### config.mk
export PLATFORM = sky130hd
export DESIGN_NAME = uart_reg_loader
export DESIGN_NICKNAME = d
export VERILOG_FILES = /design/src/rtl/uart_pkg.sv /design/src/rtl/uart_rx_core.sv /design/src/rtl/uart_reg_loader.sv
export SDC_FILE = /design/constraint.sdc
export NUM_CORES = 1
export LEC_CHECK = 0
export BUFFER_PORTS_ARGS = -buffer_cell sky130_fd_sc_hd__buf_2
export CORE_MARGIN = 2
export CORE_UTILIZATION = 25
export DETAILED_ROUTE_END_ITERATION = 16
export PLACE_DENSITY = 0.51
export SYNTH_ARGS = -nofsm -noshare
export SYNTH_HDL_FRONTEND = slang
export SYNTH_HIERARCHICAL = 1
export SYNTH_SLANG_ARGS = --single-unit
### constraint.sdc
create_clock -name clk -period 2.25 [get_ports clk]
set_clock_uncertainty 0.1 [all_clocks]
set_input_delay 0.1125 -clock clk [delete_from_list [all_inputs] [get_ports clk]]
set_output_delay 0.1125 -clock clk [all_outputs]
set_load 0.03 [all_outputs]
### src/rtl/uart_pkg.sv
// Shared types and constants for the UART register loader: RX and framer state encodings.
package uart_pkg;

    typedef enum logic [2:0] {IDLE, START, DATA, STOP, BRK} rx_state_t;
    typedef enum logic {WAIT_ADDR, WAIT_DATA} frm_state_t;

    localparam int ADDR_MARK_BIT = 7;

    // Rounded clock divider producing OVERSAMPLE ticks per bit period.
    function automatic int calc_div(input int clk_freq, input int baud, input int os);
        return (clk_freq + (baud * os) / 2) / (baud * os);
    endfunction

endpackage

### src/rtl/uart_rx_core.sv
// 8N1 UART receiver: 2-FF input synchronizer, oversampling tick divider and deframing FSM.
module uart_rx_core
    import uart_pkg::*;
#(
    parameter int CLK_FREQ   = 50_000_000,
    parameter int BAUD       = 115200,
    parameter int OVERSAMPLE = 16
) (
    input  logic       clk,
    input  logic       rst,
    input  logic       rx,
    output logic [7:0] rx_data,
    output logic       rx_valid,
    output logic       frame_err,
    output logic       busy,
    output logic [2:0] rx_state
);

    localparam int DIV = calc_div(CLK_FREQ, BAUD, OVERSAMPLE);
    localparam int DW  = (DIV > 1) ? $clog2(DIV) : 1;
    localparam int OW  = $clog2(OVERSAMPLE);
    localparam logic [DW-1:0] DIV_LAST  = DW'(DIV - 1);
    localparam logic [OW-1:0] OS_LAST   = OW'(OVERSAMPLE - 1);
    localparam logic [OW-1:0] HALF_LAST = OW'(OVERSAMPLE / 2 - 1);

    logic          rx_meta, rx_sync;
    logic [DW-1:0] div_cnt;
    logic          tick;
    rx_state_t     state, state_n;
    logic [OW-1:0] os_cnt, os_n;
    logic [2:0]    bit_cnt, bit_n;
    logic [7:0]    shift, shift_n;
    logic [7:0]    data_n;
    logic          valid_n, ferr_n;

    assign tick     = (div_cnt == DIV_LAST);
    assign busy     = (state != IDLE);
    assign rx_state = state;

    always_ff @(posedge clk or negedge rst) begin
        if (!rst) begin
            rx_meta   <= 1'b1;
            rx_sync   <= 1'b1;
            div_cnt   <= '0;
            state     <= IDLE;
            os_cnt    <= '0;
            bit_cnt   <= '0;
            shift     <= '0;
            rx_data   <= '0;
            rx_valid  <= 1'b0;
            frame_err <= 1'b0;
        end else begin
            rx_meta   <= rx;
            rx_sync   <= rx_meta;
            div_cnt   <= tick ? '0 : div_cnt + 1'b1;
            state     <= state_n;
            os_cnt    <= os_n;
            bit_cnt   <= bit_n;
            shift     <= shift_n;
            rx_data   <= data_n;
            rx_valid  <= valid_n;
            frame_err <= ferr_n;
        end
    end

    // Sampling points are counted in ticks from the start-bit edge: mid-start, then one bit apart.
    always_comb begin
        state_n = state;
        os_n    = os_cnt;
        bit_n   = bit_cnt;
        shift_n = shift;
        data_n  = rx_data;
        valid_n = 1'b0;
        ferr_n  = 1'b0;
        if (tick) begin
            case (state)
                IDLE: begin
                    if (!rx_sync) begin
                        state_n = START;
                        os_n    = '0;
                    end
                end
                START: begin
                    if (os_cnt == HALF_LAST) begin
                        os_n    = '0;
                        bit_n   = '0;
                        state_n = rx_sync ? IDLE : DATA;
                    end else begin
                        os_n = os_cnt + 1'b1;
                    end
                end
                DATA: begin
                    if (os_cnt == OS_LAST) begin
                        os_n    = '0;
                        shift_n = {rx_sync, shift[7:1]};
                        bit_n   = bit_cnt + 3'd1;
                        if (bit_cnt == 3'd7) state_n = STOP;
                    end else begin
                        os_n = os_cnt + 1'b1;
                    end
                end
                STOP: begin
                    if (os_cnt == OS_LAST) begin
                        os_n = '0;
                        if (rx_sync) begin
                            data_n  = shift;
                            valid_n = 1'b1;
                            state_n = IDLE;
                        end else begin
                            ferr_n  = 1'b1;
                            state_n = BRK;
                        end
                    end else begin
                        os_n = os_cnt + 1'b1;
                    end
                end
                BRK: begin
                    if (rx_sync) state_n = IDLE;
                end
                default: state_n = IDLE;
            endcase
        end
    end

endmodule

### src/rtl/uart_reg_loader.sv
// Turns two-byte UART commands {addr(bit7 set), data} into single-cycle register-file writes.
module uart_reg_loader
    import uart_pkg::*;
#(
    parameter int CLK_FREQ    = 50_000_000,
    parameter int BAUD        = 115200,
    parameter int OVERSAMPLE  = 16,
    parameter int TIMEOUT_CYC = 5_000_000
) (
    input  logic       clk,
    input  logic       rst,
    input  logic       rx,
    output logic       we3,
    output logic [2:0] wa3,
    output logic [7:0] wd3,
    output logic [7:0] rx_data,
    output logic       rx_valid,
    output logic       frame_err,
    output logic       busy,
    output logic [2:0] rx_state,
    output logic       frm_state
);

    localparam int TW = $clog2(TIMEOUT_CYC);
    localparam logic [TW-1:0] TO_LAST = TW'(TIMEOUT_CYC - 1);

    frm_state_t    frm, frm_n;
    logic [2:0]    addr, addr_n;
    logic [TW-1:0] to_cnt, to_n;
    logic          we3_n;
    logic [2:0]    wa3_n;
    logic [7:0]    wd3_n;

    // rx_valid/frame_err are single-cycle pulses with no back-pressure; rx_data is valid
    // in the same cycle as rx_valid and held afterwards. we3 follows one cycle later.
    uart_rx_core #(
        .CLK_FREQ  (CLK_FREQ),
        .BAUD      (BAUD),
        .OVERSAMPLE(OVERSAMPLE)
    ) u_rx (
        .clk      (clk),
        .rst      (rst),
        .rx       (rx),
        .rx_data  (rx_data),
        .rx_valid (rx_valid),
        .frame_err(frame_err),
        .busy     (busy),
        .rx_state (rx_state)
    );

    assign frm_state = frm;

    always_ff @(posedge clk or negedge rst) begin
        if (!rst) begin
            frm    <= WAIT_ADDR;
            addr   <= '0;
            to_cnt <= '0;
            we3    <= 1'b0;
            wa3    <= '0;
            wd3    <= '0;
        end else begin
            frm    <= frm_n;
            addr   <= addr_n;
            to_cnt <= to_n;
            we3    <= we3_n;
            wa3    <= wa3_n;
            wd3    <= wd3_n;
        end
    end

    // A data byte takes priority over a coincident timeout or frame error.
    always_comb begin
        frm_n  = frm;
        addr_n = addr;
        to_n   = to_cnt;
        we3_n  = 1'b0;
        wa3_n  = wa3;
        wd3_n  = wd3;
        case (frm)
            WAIT_ADDR: begin
                if (rx_valid && rx_data[ADDR_MARK_BIT]) begin
                    addr_n = rx_data[2:0];
                    to_n   = '0;
                    frm_n  = WAIT_DATA;
                end
            end
            WAIT_DATA: begin
                if (rx_valid) begin
                    we3_n = 1'b1;
                    wa3_n = addr;
                    wd3_n = rx_data;
                    frm_n = WAIT_ADDR;
                end else if (frame_err) begin
                    frm_n = WAIT_ADDR;
                end else if (to_cnt == TO_LAST) begin
                    frm_n = WAIT_ADDR;
                end else begin
                    to_n = to_cnt + 1'b1;
                end
            end
            default: frm_n = WAIT_ADDR;
        endcase
    end

endmodule

==> flow_summary.json <==
{
  "status": "finished clean",
  "io_buffers": 29,
  "nets": 368,
  "report.final.hold_viol_count": 0,
  "seqCellArea_um2": 1854,
  "fin_util_pct": 31.24,
  "num_io_pins": 30,
  "clockRootBuffer": "clkbuf_16",
  "cpPeakStageDelay_ns": 0.49,
  "cts_setup_buffers": 0,
  "ir_worst_vdd_v": 0.0003922,
  "total_power_mw": 2.875,
  "routed_via_density": 4.693,
  "path_max_fanout": 27,
  "cts_sinks": 74,
  "globalRouteTotalUtil_pct": 11.02,
  "tightest_slew_ns": 0.5380,
  "cts_max_level": 3,
  "final_cell_mix": "dfrtp_1 (72), mux2_2 (33), buf_2 (28), o21ai_0 (25)",
  "layout_commonest_cell": "dfrtp_1",
  "detail_route.wl_per_cell_um": 13.63,
  "placed_cells": 526,
  "crit_arrival_ns": 2.23,
  "vias": 2553,
  "dr.first_iter.drc_count": 81,
  "post_route_cells_drive_above_1_share_pct": 31.59,
  "tns_ns": 0,
  "syn_avg_cell_area_um2": 11.41,
  "grt_pass1_wl_mm": 13.18,
  "final_area_um2": 4337,
  "synth_fp_nets": 320,
  "gp_congestion": 0.7726,
  "setup_viol": 0,
  "critical_path_required_ns": 2.41,
  "rsz0062_at_grt": "no",
  "synth_cells": 311,
  "antenna_found_initial": 0,
  "cap_violations": 0,
  "regToRegSetupSlack_ns": 0.18,
  "synth_async_sr_flop_share_pct": 100.0,
  "clock_latency_ns": 0.33,
  "leakagePower_nw": 2.043,
  "postPlaceCellArea_um2": 4009,
  "initial_core_util_pct": 25.55,
  "worstReg2RegEnd": "to_cnt[22]$_DFFE_PN0P_",
  "core_area_um2": 13880,
  "synth_warnings": 6,
  "cts_tree": "yes",
  "wl_mm": 7.412,
  "drv_slew": 0,
  "diodes": 0,
  "drc": 0,
  "grt_pass1_vias": 2551,
  "overflow": 0,
  "p_per_area_nw_per_um2": 663.0,
  "r2r-start": "frm_state$_DFF_PN0_",
  "synth.cell_area_um2": 3547,
  "clockBufferDepth": 2,
  "antenna_left": 0,
  "die_h_um": 123.1,
  "cts_buffers": 9,
  "syn2layout_area_growth_pct": 22.26,
  "seq_area_frac_synth_pct": 52.28,
  "crit_slowest_cell": "or3b_2",
  "reg2reg_depth": 6,
  "period_share_pct": 92.07,
  "dr.pass1.iters": 4,
  "worst-setup-path-type": "reg2reg",
  "synth-seq-cells": 74,
  "fin_crit_ns": 2.071,
  "crit_chain": "or3b_2 > nand2_1 > o21ai_4 > buf_12 > or4_1 > nand3_1",
  "synth_edf_count": 0,
  "grt_max_degree": 40,
  "dieArea_um2": 15160,
  "clk_pin_slew_ns": 0.06,
  "fp.dieW_um": 123.1,
  "critPathLaunchType": "flip-flop",
  "clock.fmax_ghz": 0.4827,
  "synth_ff_type": "dfrtp_1",
  "hp-class": "in2async",
  "hpwl_mm": 5.088,
  "multi_input_area_um2": 1595,
  "synthDistinctLibCells": 58,
  "fillers": 1429,
  "endpoint_kind": "flip-flop",
  "rows": 43,
  "slew_headroom_pct": 64.04,
  "fin_cells": 544
}
-- registers in the layout (all words and copies together), names as in the netlist --
signal,count
u_rx/rx_valid,1
u_rx/rx_data,8
u_rx/shift,8
u_rx/div_cnt,5
addr,3
u_rx/os_cnt,4
wd3,8
u_rx/rx_state,3
u_rx/rx_sync,1
u_rx/bit_cnt,3
frm_state,1
u_rx/rx_meta,1
we3,1
wa3,3
to_cnt,23
u_rx/frame_err,1
-- final cells by class --
cell class,count,share of cell area [%]
clock buffer,9,5.193
clock inverter,7,1.904
tap,180,5.193
multi-input combinational,218,36.79
sequential,74,42.76
timing repair buffer,49,7.559
inverter,7,0.6059
-- through the flow --
step | hold slack (ns) | setup WS, ns
after floorplan | -0.2831 | 0.1733
after global placement | 0.01565 | 0.2118
after detailed placement | 0.01556 | 0.1753
after CTS | 0.1999 | 0.1546
after global routing | 0.2340 | 0.01112
final | 0.1836 | 0.1785
-- layer usage --
metal	track usage, %	vias to the layer above	wire [µm]
met5	0	-	0
met4	4.474	0	44
met3	2.491	2	217
met2	16.75	34	3472
met1	15.17	1256	3677
li1	-	1261	-
-- synthesized netlist by cell type (all sizes together), types with 2 or more instances --
cell type	number	area [µm²]
dfrtp	72	1802
mux2	33	371.6
o21ai	27	146.4
nand3	21	110.1
nor2	20	75.07
nand2	18	75.07
a21oi	10	50.05
buf	8	55.05
a31oi	7	43.79
nand4	7	56.30
ha	6	75.07
inv	6	22.52
nor3	6	46.30
nor4	6	58.80
o31ai	6	45.04
and3	5	31.28
nand2b	5	38.78
o41ai	5	43.79
clkbuf	4	16.26
and2	3	18.77
o2bb2ai	3	26.28
or4	3	26.27
a21o	2	15.01
a22o	2	17.52
dfstp	2	52.55
mux2i	2	20.02
nor2b	2	12.51
nor4b	2	32.53
or2	2	12.51
or3	2	12.51
xnor2	2	17.52
-- critical path, delay by kind of cell, from the launching register on --
kind                   cells  cell delay [ns]
buffers and inverters      1             0.16
AOI/OAI and AO/OA          1             0.08
DFF                        1             0.46
and+or+nand+nor            4             1.20
-- worst max path at each step --
stage	start	end	slack (ns)	cells past startpoint
3_3_place_gp	frm_state$_DFF_PN0_	to_cnt[19]$_DFFE_PN0P_	0.21	6
4_1_cts	frm_state$_DFF_PN0_	to_cnt[22]$_DFFE_PN0P_	0.15	6
5_1_grt	to_cnt[0]$_DFFE_PN0P_	to_cnt[22]$_DFFE_PN0P_	0.01	7
3_5_place_dp	frm_state$_DFF_PN0_	to_cnt[22]$_DFFE_PN0P_	0.18	6
2_1_floorplan	to_cnt[0]$_DFFE_PN0P_	to_cnt[7]$_DFFE_PN0P_	0.17	7
6_report	frm_state$_DFF_PN0_	to_cnt[22]$_DFFE_PN0P_	0.18	6
-- logic make-up (layout without fill, tap and decap cells) --
kind of cell | count (synthesis) | after routing | share of synthesized area (%)
simple gates | 108 | 108 | 19.19
flops | 74 | 74 | 52.28
compound gates | 66 | 66 | 11.89
mux | 35 | 35 | 11.04
buf+inv | 19 | 72 | 2.751
fa+ha+maj | 6 | 6 | 2.116
xor+xnor | 3 | 3 | 0.7409
-- power breakdown --
group | leakage, nW | internal (mW) | switching (mW)
Combinational | 0.888 | 0.0124 | 0.0362
Clock | 0.145 | 0.878 | 0.609
Sequential | 1.01 | 1.33 | 0.00526
-- what timing repair did --
action | CTS | global route
gates resized for setup | 0 | 0
hold buffers | 2 | 0
hold endpoints to repair | 36 | 0
Note: power is estimated with default switching activity, not from simulation.
